$ cat config.mk
export PLATFORM = sky130hd
export DESIGN_NAME = pulse_gen
export DESIGN_NICKNAME = d
export VERILOG_FILES = /design/src/rtl/pulse_gen_pkg.sv /design/src/rtl/pulse_cfg_stage.sv /design/src/rtl/pulse_gen.sv
export SDC_FILE = /design/constraint.sdc
export NUM_CORES = 1
export LEC_CHECK = 0
export CAP_MARGIN = 0
export CORE_AREA = 2 2 98 76
export CTS_CLUSTER_DIAMETER = 150
export CTS_CLUSTER_SIZE = 14
export DETAILED_ROUTE_END_ITERATION = 10
export DIE_AREA = 0 0 100 78
export PLACE_DENSITY = 0.67
export RECOVER_POWER = 100
export SLEW_MARGIN = 5
export SYNTH_ARGS = -nofsm -noshare
export SYNTH_HDL_FRONTEND = slang
export SYNTH_HIERARCHICAL = 1
export SYNTH_SLANG_ARGS = --single-unit
$ cat constraint.sdc
create_clock -name clk -period 2.9 [get_ports clk]
set_input_delay 0.58 -clock clk [delete_from_list [all_inputs] [get_ports clk]]
set_output_delay 0.58 -clock clk [all_outputs]
set_load 0.02 [all_outputs]
$ cat src/rtl/pulse_gen_pkg.sv
// Shared types and constants for the pulse generator: FSM states,
// phase-counter width and the high/low timing pair.
package pulse_gen_pkg;

    localparam int CNT_W = 8;

    typedef enum logic [1:0] {
        IDLE = 2'd0,
        HIGH = 2'd1,
        LOW  = 2'd2
    } state_e;

    typedef struct packed {
        logic [CNT_W-1:0] high;
        logic [CNT_W-1:0] low;
    } pulse_cfg_t;

    // Entry state for a freshly loaded timing; an all-zero timing is rejected.
    function automatic state_e first_state(input pulse_cfg_t c);
        if (c.high != '0) begin
            return HIGH;
        end else if (c.low != '0) begin
            return LOW;
        end
        return IDLE;
    endfunction

endpackage

$ cat src/rtl/pulse_cfg_stage.sv
// One-entry pending register for pulse timing with a valid/ready offer port
// and a take strobe from the generator that consumes the held entry.
module pulse_cfg_stage
    import pulse_gen_pkg::*;
(
    input  logic             clk,
    input  logic             rst,
    input  logic             cfg_valid,
    output logic             cfg_ready,
    input  logic [CNT_W-1:0] cfg_high,
    input  logic [CNT_W-1:0] cfg_low,
    input  logic             take,
    output logic             pend_valid,
    output pulse_cfg_t       pend_cfg
);

    logic       ready_q, ready_d;
    logic       valid_q, valid_d;
    pulse_cfg_t cfg_q, cfg_d;
    logic       accept;

    always_comb begin
        accept  = cfg_valid && ready_q;
        valid_d = valid_q;
        cfg_d   = cfg_q;
        if (take) begin
            valid_d = 1'b0;
        end
        // A same-edge accept wins: the old entry is taken, the new one is held.
        if (accept) begin
            valid_d     = 1'b1;
            cfg_d.high  = cfg_high;
            cfg_d.low   = cfg_low;
        end
        // Falls on the accepting edge; rises one edge after the slot empties,
        // i.e. together with the first cycle of the newly loaded timing.
        ready_d = !valid_d && !valid_q;
    end

    always_ff @(posedge clk or posedge rst) begin
        if (rst) begin
            ready_q <= 1'b0;
            valid_q <= 1'b0;
            cfg_q   <= '0;
        end else begin
            ready_q <= ready_d;
            valid_q <= valid_d;
            cfg_q   <= cfg_d;
        end
    end

    assign cfg_ready  = ready_q;
    assign pend_valid = valid_q;
    assign pend_cfg   = cfg_q;

endmodule

$ cat src/rtl/pulse_gen.sv
// Programmable pulse-train generator: IDLE/HIGH/LOW FSM with an 8-bit phase
// counter, timing reloaded from a pending slot at period boundaries.
module pulse_gen
    import pulse_gen_pkg::*;
(
    input  logic             clk,
    input  logic             rst,
    input  logic             en,
    input  logic             cfg_valid,
    output logic             cfg_ready,
    input  logic [CNT_W-1:0] cfg_high,
    input  logic [CNT_W-1:0] cfg_low,
    output logic             trigger,
    output logic             period_done,
    output logic [CNT_W-1:0] active_high
);

    state_e           state_q, state_d;
    logic [CNT_W-1:0] cnt_q, cnt_d;
    pulse_cfg_t       act_q, act_d;
    logic             trigger_q, trigger_d;
    logic             period_done_q, period_done_d;
    logic [CNT_W-1:0] active_high_q, active_high_d;

    logic             pend_valid;
    pulse_cfg_t       pend_cfg;
    pulse_cfg_t       load_cfg;
    logic             take;
    logic             load;
    logic             last_high;
    logic             last_low;
    logic             period_end;

    pulse_cfg_stage u_cfg (
        .clk        (clk),
        .rst        (rst),
        .cfg_valid  (cfg_valid),
        .cfg_ready  (cfg_ready),
        .cfg_high   (cfg_high),
        .cfg_low    (cfg_low),
        .take       (take),
        .pend_valid (pend_valid),
        .pend_cfg   (pend_cfg)
    );

    always_comb begin
        last_high  = (state_q == HIGH) && (cnt_q == act_q.high - CNT_W'(1));
        last_low   = (state_q == LOW)  && (cnt_q == act_q.low  - CNT_W'(1));
        period_end = (last_high && (act_q.low == '0)) || last_low;

        state_d  = state_q;
        cnt_d    = cnt_q;
        act_d    = act_q;
        take     = 1'b0;
        load     = 1'b0;
        load_cfg = act_q;

        case (state_q)
            IDLE: begin
                if (en && pend_valid) begin
                    take     = 1'b1;
                    load     = 1'b1;
                    load_cfg = pend_cfg;
                end
            end
            HIGH: begin
                if (!last_high) begin
                    cnt_d = cnt_q + CNT_W'(1);
                end else if (act_q.low != '0) begin
                    state_d = LOW;
                    cnt_d   = '0;
                end
            end
            LOW: begin
                if (!last_low) begin
                    cnt_d = cnt_q + CNT_W'(1);
                end
            end
            default: begin
                state_d = IDLE;
                cnt_d   = '0;
            end
        endcase

        if (period_end) begin
            if (!en) begin
                state_d = IDLE;
                cnt_d   = '0;
            end else begin
                load = 1'b1;
                if (pend_valid) begin
                    take     = 1'b1;
                    load_cfg = pend_cfg;
                end
            end
        end

        if (load) begin
            state_d = first_state(load_cfg);
            cnt_d   = '0;
            act_d   = (state_d == IDLE) ? '0 : load_cfg;
        end

        // Outputs follow the state by one edge, so a load on leaving IDLE
        // shows on trigger two edges after the accepting edge.
        trigger_d     = (state_q == HIGH);
        period_done_d = period_end;
        active_high_d = (state_q == IDLE) ? '0 : act_q.high;
    end

    always_ff @(posedge clk or posedge rst) begin
        if (rst) begin
            state_q       <= IDLE;
            cnt_q         <= '0;
            act_q         <= '0;
            trigger_q     <= 1'b0;
            period_done_q <= 1'b0;
            active_high_q <= '0;
        end else begin
            state_q       <= state_d;
            cnt_q         <= cnt_d;
            act_q         <= act_d;
            trigger_q     <= trigger_d;
            period_done_q <= period_done_d;
            active_high_q <= active_high_d;
        end
    end

    assign trigger     = trigger_q;
    assign period_done = period_done_q;
    assign active_high = active_high_q;

endmodule

==> metrics.yaml, run 1 <==
run_status:
  status: "complete, no violations"
clocking:
  cts.clk_slew.worst_paths_ns: 0.10
  worstSkewPairLatency_ns: 0.30
  cts_max_level: 2
  clk_path_buf_depth: 2
  cts_tree: "yes"
  cts_sinks: 54
  cts_inserted_buffers: 5
  ctsHoldBuffers: 0
  cts_root_buf: "clkbuf_8"
grt:
  grtUsageTotal_pct: 19.0
  first_global_vias: 2325
  grt_antenna_before_repair: 0
  grt_max_degree: 37
  grt_pass1_wl_um: 11700
  overflow: 0
setup_path:
  critPathMaxFanout: 17
  path_delay_family: "simple AND/OR/NAND/NOR gates"
  critPathRequiredTime_ns: 3.09
  max_stage_delay_ns: 0.51
  slowest_stage: "or4b_4"
  cp-start-kind: "flip-flop"
  crit_buf_inv: 3
  critPathKind: "flip-flop to flip-flop"
  cp_data_arrival_time_ns: 3.01
  cp_cell_sequence: "inv_1 -> ha_1 -> or4b_4 -> nor4_4 -> buf_4 -> nand2_1 -> and4bb_2 -> a211oi_2 -> nor2_4 -> buf_12 -> mux2_2"
  crit_path_end_kind: "flip-flop"
synthesis:
  ys_async_sr_fraction_pct: 100
  synth_fp_nets: 313
  muxShareOfSynthArea_pct: 13.7
  avgSynthCellArea_um2: 10.4
  syn_area_um2: 3020
  synth_ff_type: "dfrtp_1"
  ys_seq_elements: 54
  synth_xor_area_share_pct: 4.64
  yosys.area_share.simple_pct: 17.0
  synth_top_family_by_area: "simple AND/OR/NAND/NOR gates"
  synth_edf_count: 0
  synth_compound_area_share_pct: 14.5
  yosysWarnings: 6
  synthAdderAreaFrac_pct: 1.24
  ys_seq_area_share_pct: 44.8
  ys_types: 59
  synthCells: 290
floorplanning:
  die-area_um2: 7800
  die_h_um: 78
  coreArea_um2: 6770
  start_util_pct: 44.6
  die_w_um: 100
  rows: 26
  pin_count: 31
route:
  vias: 2353
  drc_errors: 0
  drtPass1Iterations: 4
  ant_nets: 0
  routedWlPerCell_um: 16.7
  drt_iter0_drc: 238
  wirelength_um: 6900
  drt-vias-per-instance: 5.68
timing:
  fmax_ghz: 0.354
  skew_ns: 0.0113
  fin_tns_setup_ns: 0
  period_needed_ns: 2.82
  fin_crit_sh_pct: 97.3
  drv_slew: 0
  setup_viol: 0
  worst_pin_slew_ns: 0.921
  slew-limit-headroom_pct: 38.6
  grt_setup_unrepaired: "yes"
  hold_viol: 0
  hold-worst-slack_ns: 0.475
worst_hold_path:
  hold_class: "flip-flop to flip-flop"
pwr:
  p_leak_nw: 1.69
  powerDensity_nw_per_um2: 374
  irDropWorstVdd_mv: 0.237
placed_design:
  dp_hpwl_um: 5050
  io_buffers: 30
  place_congestion: 0.940
finish:
  multiInputGateArea_um2: 1530
  area_growth_pct: 18.2
  antenna_cells: 0
  fin_nets: 352
  layout-drive-gt1-share_pct: 17.0
  nFillCells: 620
  regArea_um2: 1350
flow_run:
  maxCapViolCount: 0
## synthesized netlist by cell type, types with 2 or more instances
cell	n	area [µm²]
a211oi_1	2	15.0
a21o_1	3	22.5
a21oi_1	9	45.0
a31oi_1	8	50.1
and2_1	7	43.8
and3_1	2	12.5
clkbuf_1	7	26.3
dfrtp_1	54	1350
ha_1	3	37.5
inv_1	16	60.1
mux2_2	23	259
mux2_4	9	135
mux2i_1	2	20.0
nand2_1	20	75.1
nand2b_1	7	43.8
nand3_1	10	50.1
nand3b_1	2	15.0
nand4_1	3	18.8
nor2_1	24	90.1
nor3_1	4	20.0
nor4_1	5	31.3
o2111ai_1	2	17.5
o211a_1	3	30.0
o21ai_0	11	55.1
o22ai_1	2	12.5
o32ai_1	3	26.3
or2_2	2	12.5
or3_1	2	12.5
xnor2_1	11	96.3
xor2_1	5	43.8
## layout by cell type, fill, tap and decap left out, types with 2 or more instances in the layout
master / n
a211oi_1: 2
and2_0: 5
dlygate4sd3_1: 13
a21oi_1: 9
o32ai_1: 3
dfrtp_1: 53
inv_1: 16
or3_1: 2
xnor2_1: 11
nor4_1: 4
a31oi_1: 8
or2_2: 2
clkbuf_8: 5
xor2_1: 5
and2_1: 2
nand3_1: 10
nor3_1: 4
nand2_1: 21
nand4_1: 3
and3_1: 2
clkdlybuf4s50_1: 17
o21ai_0: 11
ha_1: 3
buf_4: 10
o211a_1: 3
mux2_2: 23
a21o_1: 3
o2111ai_1: 2
nand2b_1: 7
nor2_1: 24
nand3b_1: 2
mux2i_1: 2
o22ai_1: 2
mux2_1: 8
## report_power, final
group          switching, mW  leakage (nW)  total [mW]  internal, mW
clock network          0.248        0.0514       0.507         0.258
registers            0.00937         0.696       0.773         0.764
logic                 0.0247         0.943      0.0571        0.0325
total                  0.282          1.69        1.34          1.05
## worst reg2reg max path, stage by stage (launching register included)
cell	delay, ns
dfrtp_2	0.46
inv_1	0.07
ha_1	0.16
or4b_4	0.51
nor4_4	0.18
buf_4	0.18
nand2_1	0.05
and4bb_2	0.34
a211oi_2	0.12
nor2_4	0.14
buf_12	0.16
mux2_2	0.35
## kinds of logic after synthesis
family,count (synthesis)
flip-flops,54
XOR/XNOR,16
buffers and inverters,27
AO/OA/AOI/OAI,59
AND/OR/NAND/NOR,97
multiplexers,34
adder cells (fa/ha/maj),3
## cell type report
type	count	area share, %
clock buffer	6	2.03
multi-input combinational	209	42.9
timing repair buffer	43	11.5
sequential	54	37.9
inverter	16	1.68
clock inverter	2	1.05
tap	84	2.94
## sequential cells by signal (all words and copies together), names as in the netlist
register,flops
act_q,16
active_high,8
cnt_q,8
period_done,1
state_q,2
trigger,1
u_cfg/cfg_ready,1
u_cfg/pend_cfg,16
u_cfg/pend_valid,1
## final timing paths
check | startpoint | to | slack (ns) | cells past startpoint
setup / recovery | act_q[0] | act_q[4] | 0.08 | 11
max in group asynchronous | rst | act_q[0] | 1.27 | 3
hold / removal | u_cfg/cfg_ready | u_cfg/cfg_ready | 0.47 | 1
min in group asynchronous | rst | u_cfg/cfg_ready | 0.82 | 2
hold reg to reg | u_cfg/cfg_ready | u_cfg/cfg_ready | 0.47 | 1
setup reg to reg | act_q[0] | act_q[4] | 0.08 | 11
## metrics by stage
step           util, %  instance area (µm²)  cells  total power [mW]  setup WS (ns)
2_1_floorplan        -                 3020    290             0.814         0.0942
3_3_place_gp      51.2                 3460    405             0.852          0.130
3_5_place_dp      51.2                 3460    405             0.854         0.0206
4_1_cts           52.9                 3580    413              1.36         0.0235
5_1_grt           52.8                 3570    414              1.39        -0.0480
6_report          52.8                 3570    414              1.34         0.0776
## what timing repair did
action / in CTS / in global routing
resized for setup: 1 / 6
pin swaps: 0 / 2
endpoints found under the hold margin: 0 / 0
setup buffers: 0 / 1
setup endpoints to repair: 16 / 26
## layer usage
| metal | wire length [µm] | GRT usage, % | share of wire, % | vias to the layer above |
|---|---|---|---|---|
| li1 | - | - | - | 1119 |
| met1 | 3360 | 28.6 | 49 | 1141 |
| met2 | 3010 | 28.3 | 44 | 85 |
| met3 | 476 | 3.69 | 6.9 | 8 |
| met4 | 48 | 4.11 | 0.70 | 0 |
| met5 | 0 | 0 | 0 | - |
No activity file was read; power rests on OpenSTA's default activity.
==> run 2, diff against run 1 <==
--- a/config.mk
+++ b/config.mk
@@ -6,12 +6,15 @@
 export NUM_CORES = 1
 export LEC_CHECK = 0
 export CAP_MARGIN = 0
-export CORE_AREA = 2 2 98 76
+export CELL_PAD_IN_SITES_DETAIL_PLACEMENT = 1
+export CELL_PAD_IN_SITES_GLOBAL_PLACEMENT = 2
+export CORE_AREA = 3 3 109 85
 export CTS_CLUSTER_DIAMETER = 150
 export CTS_CLUSTER_SIZE = 14
 export DETAILED_ROUTE_END_ITERATION = 10
-export DIE_AREA = 0 0 100 78
-export PLACE_DENSITY = 0.67
+export DIE_AREA = 0 0 112 88
+export DONT_BUFFER_PORTS = 1
+export PLACE_DENSITY_LB_ADDON = 0.1
 export RECOVER_POWER = 100
 export SLEW_MARGIN = 5
 export SYNTH_ARGS = -nofsm -noshare
==> run 2 against run 1 <==
Compared with the run above: the run now ends with max-capacitance violations, max-slew violations left; critical path depth is 1 lower; fmax about the same; critical endpoint is now act_q[6]; register-to-register slack barely moved; clock power is 5.9% higher.
==> metrics.yaml, run 2 (synthesis gave the netlist of run 1 again) <==
run_status:
  status: "finished, violations left"
  violations: "max-capacitance violations, max-slew violations"
finish:
  fin_nets: 326  # -7.4%
  antenna_cells: 0  # unchanged
  layout-drive-gt1-share_pct: 19.7  # +2.8 points
  layout_commonest_cell: "dfrtp_1"
  utilization_pct: 40.3  # -12 points
  nFillCells: 952  # +54%
  layout_common_cells: "dfrtp_1 (54), nor2_1 (24), mux2_2 (23)"
  area_growth_pct: 10.9
clocking:
  cts_tree: "yes"
  cts_inserted_buffers: 5  # unchanged
  cts_root_buf: "clkbuf_8"
  ctsHoldBuffers: 0  # unchanged
  cts_sinks: 54  # unchanged
  cts_max_level: 2  # unchanged
  cts.clk_slew.worst_paths_ns: 0.11  # about the same
  worstSkewPairLatency_ns: 0.31  # about the same
  clk_path_buf_depth: 2  # unchanged
timing:
  setup_viol: 0  # unchanged
  period_needed_ns: 2.82  # -0.00252 ns
  drv_slew: 37  # +37
  fin_crit_sh_pct: 97.2  # about the same
  slew-limit-headroom_pct: -34.7  # -73 points
  grt_setup_unrepaired: "yes"
  worst_pin_slew_ns: 2.02  # +1.10 ns
  skew_ns: 0.0146  # +0.00337 ns
  fmax_ghz: 0.355  # about the same
  fin_tns_setup_ns: 0  # unchanged
  hold_viol: 0  # unchanged
pwr:
  p_leak_nw: 1.58  # -6.8%
  power_mw: 1.34  # +0.51%
  powerDensity_nw_per_um2: 401  # +7.2%
  irDropWorstVdd_mv: 0.184  # -23%
setup_path:
  critPathMaxFanout: 17  # unchanged
  cp-start-kind: "flip-flop"
  crit_path_end_kind: "flip-flop"
  cp_data_arrival_time_ns: 3.01  # about the same
  critPathRequiredTime_ns: 3.09  # about the same
  timing.rr.start: "act_q[0]"
  crit_start: "act_q[0]"
  critPathKind: "flip-flop to flip-flop"
route:
  wirelength_um: 7750  # +12%
  drt_iter0_drc: 78  # -67%
  drc_errors: 0  # unchanged
  routedWlPerCell_um: 18.8  # +13%
  ant_nets: 0  # unchanged
  drtPass1Iterations: 4  # unchanged
  drt-vias-per-instance: 5.39  # -5.1%
  vias: 2222  # -5.6%
floorplanning:
  coreArea_um2: 8310  # +23%
  die_w_um: 112  # +12%
  rows: 29  # +12%
  die_h_um: 88  # +13%
  die-area_um2: 9860  # +26%
  pin_count: 31  # unchanged
  start_util_pct: 36.3  # -8.3 points
worst_hold_path:
  hold_class: "input port to asynchronous set/reset pin"
placed_design:
  dp_hpwl_um: 5710  # +13%
  io_buffers: 0  # -100%
  place_congestion: 0.874  # -7.0%
grt:
  grt_antenna_before_repair: 0  # unchanged
  grtUsageTotal_pct: 16.7  # -2.3 points
  grt_pass1_wl_um: 13100  # +12%
  grt_max_degree: 37  # unchanged
  first_global_vias: 2428  # +4.4%
  overflow: 0  # unchanged
flow_run:
  maxCapViolCount: 1  # +1
==> run 2: through the flow <==
| stage | hold slack, ns | instance area [µm²] | setup slack, ns | std cells |
|---|---|---|---|---|
| after CTS | 0.272 | 3330 | 0.00474 | 409 |
| after detailed placement | 0.520 | 3210 | 0.0338 | 401 |
| after global placement | 0.524 | 3210 | 0.0453 | 401 |
| after global routing | 0.324 | 3350 | -0.0611 | 412 |
| final | 0.252 | 3350 | 0.0801 | 412 |
| after floorplan | 0.497 | 3020 | 0.0942 | 290 |
==> run 2: worst max-delay path, cell delays in order (launching register included) <==
cell and delay (ns):
dfrtp_1 0.44, inv_1 0.08, ha_1 0.16, or4b_4 0.50, nor4b_2 0.23, a31oi_1 0.11
a2111oi_4 0.40, a211oi_2 0.13, nor2_4 0.14, buf_12 0.16, mux2_2 0.35
==> run 2: report_power, final <==
part           internal (mW)  switching (mW)
sequential             0.764         0.00927
clock                  0.262           0.274
combinational         0.0116          0.0221
total                   1.04           0.306
==> run 2: layout make-up <==
class / count / area, µm² / share of cell area, %
inverters: 16 / 60.1 / 1.79
well taps: 108 / 135 / 4.04
repair buffers: 17 / 136 / 4.07
clock inverters: 3 / 47.5 / 1.42
multi-input cells: 209 / 1550 / 46.3
flip-flops and latches: 54 / 1350 / 40.4
clock buffers: 5 / 68.8 / 2.06
==> run 2: repair_timing <==
item / 4_1_cts / 5_1_grt
endpoints found under the setup margin: 3 / 25
setup buffers: 0 / 3
resized for setup: 1 / 6
pin swaps: 0 / 1
==> run 2: final timing paths <==
path,depth (start not counted),slack [ns],to
setup / recovery,10,0.08,act_q[6]
hold / removal,1,0.25,u_cfg/pend_cfg[13]
setup reg to reg,10,0.08,act_q[6]
hold reg to reg,1,0.54,u_cfg/pend_cfg[3]
max in group asynchronous,2,0.86,cnt_q[4]
min in group clk,1,0.34,u_cfg/cfg_ready
==> run 2: per-layer routing <==
metal | routed length (µm) | vias up | GRT usage [%]
met5 | 0 | - | 0
met4 | 70 | 0 | 3.71
met3 | 227 | 7 | 2.56
met2 | 3560 | 34 | 27.1
met1 | 3900 | 1114 | 23.8
li1 | - | 1067 | -
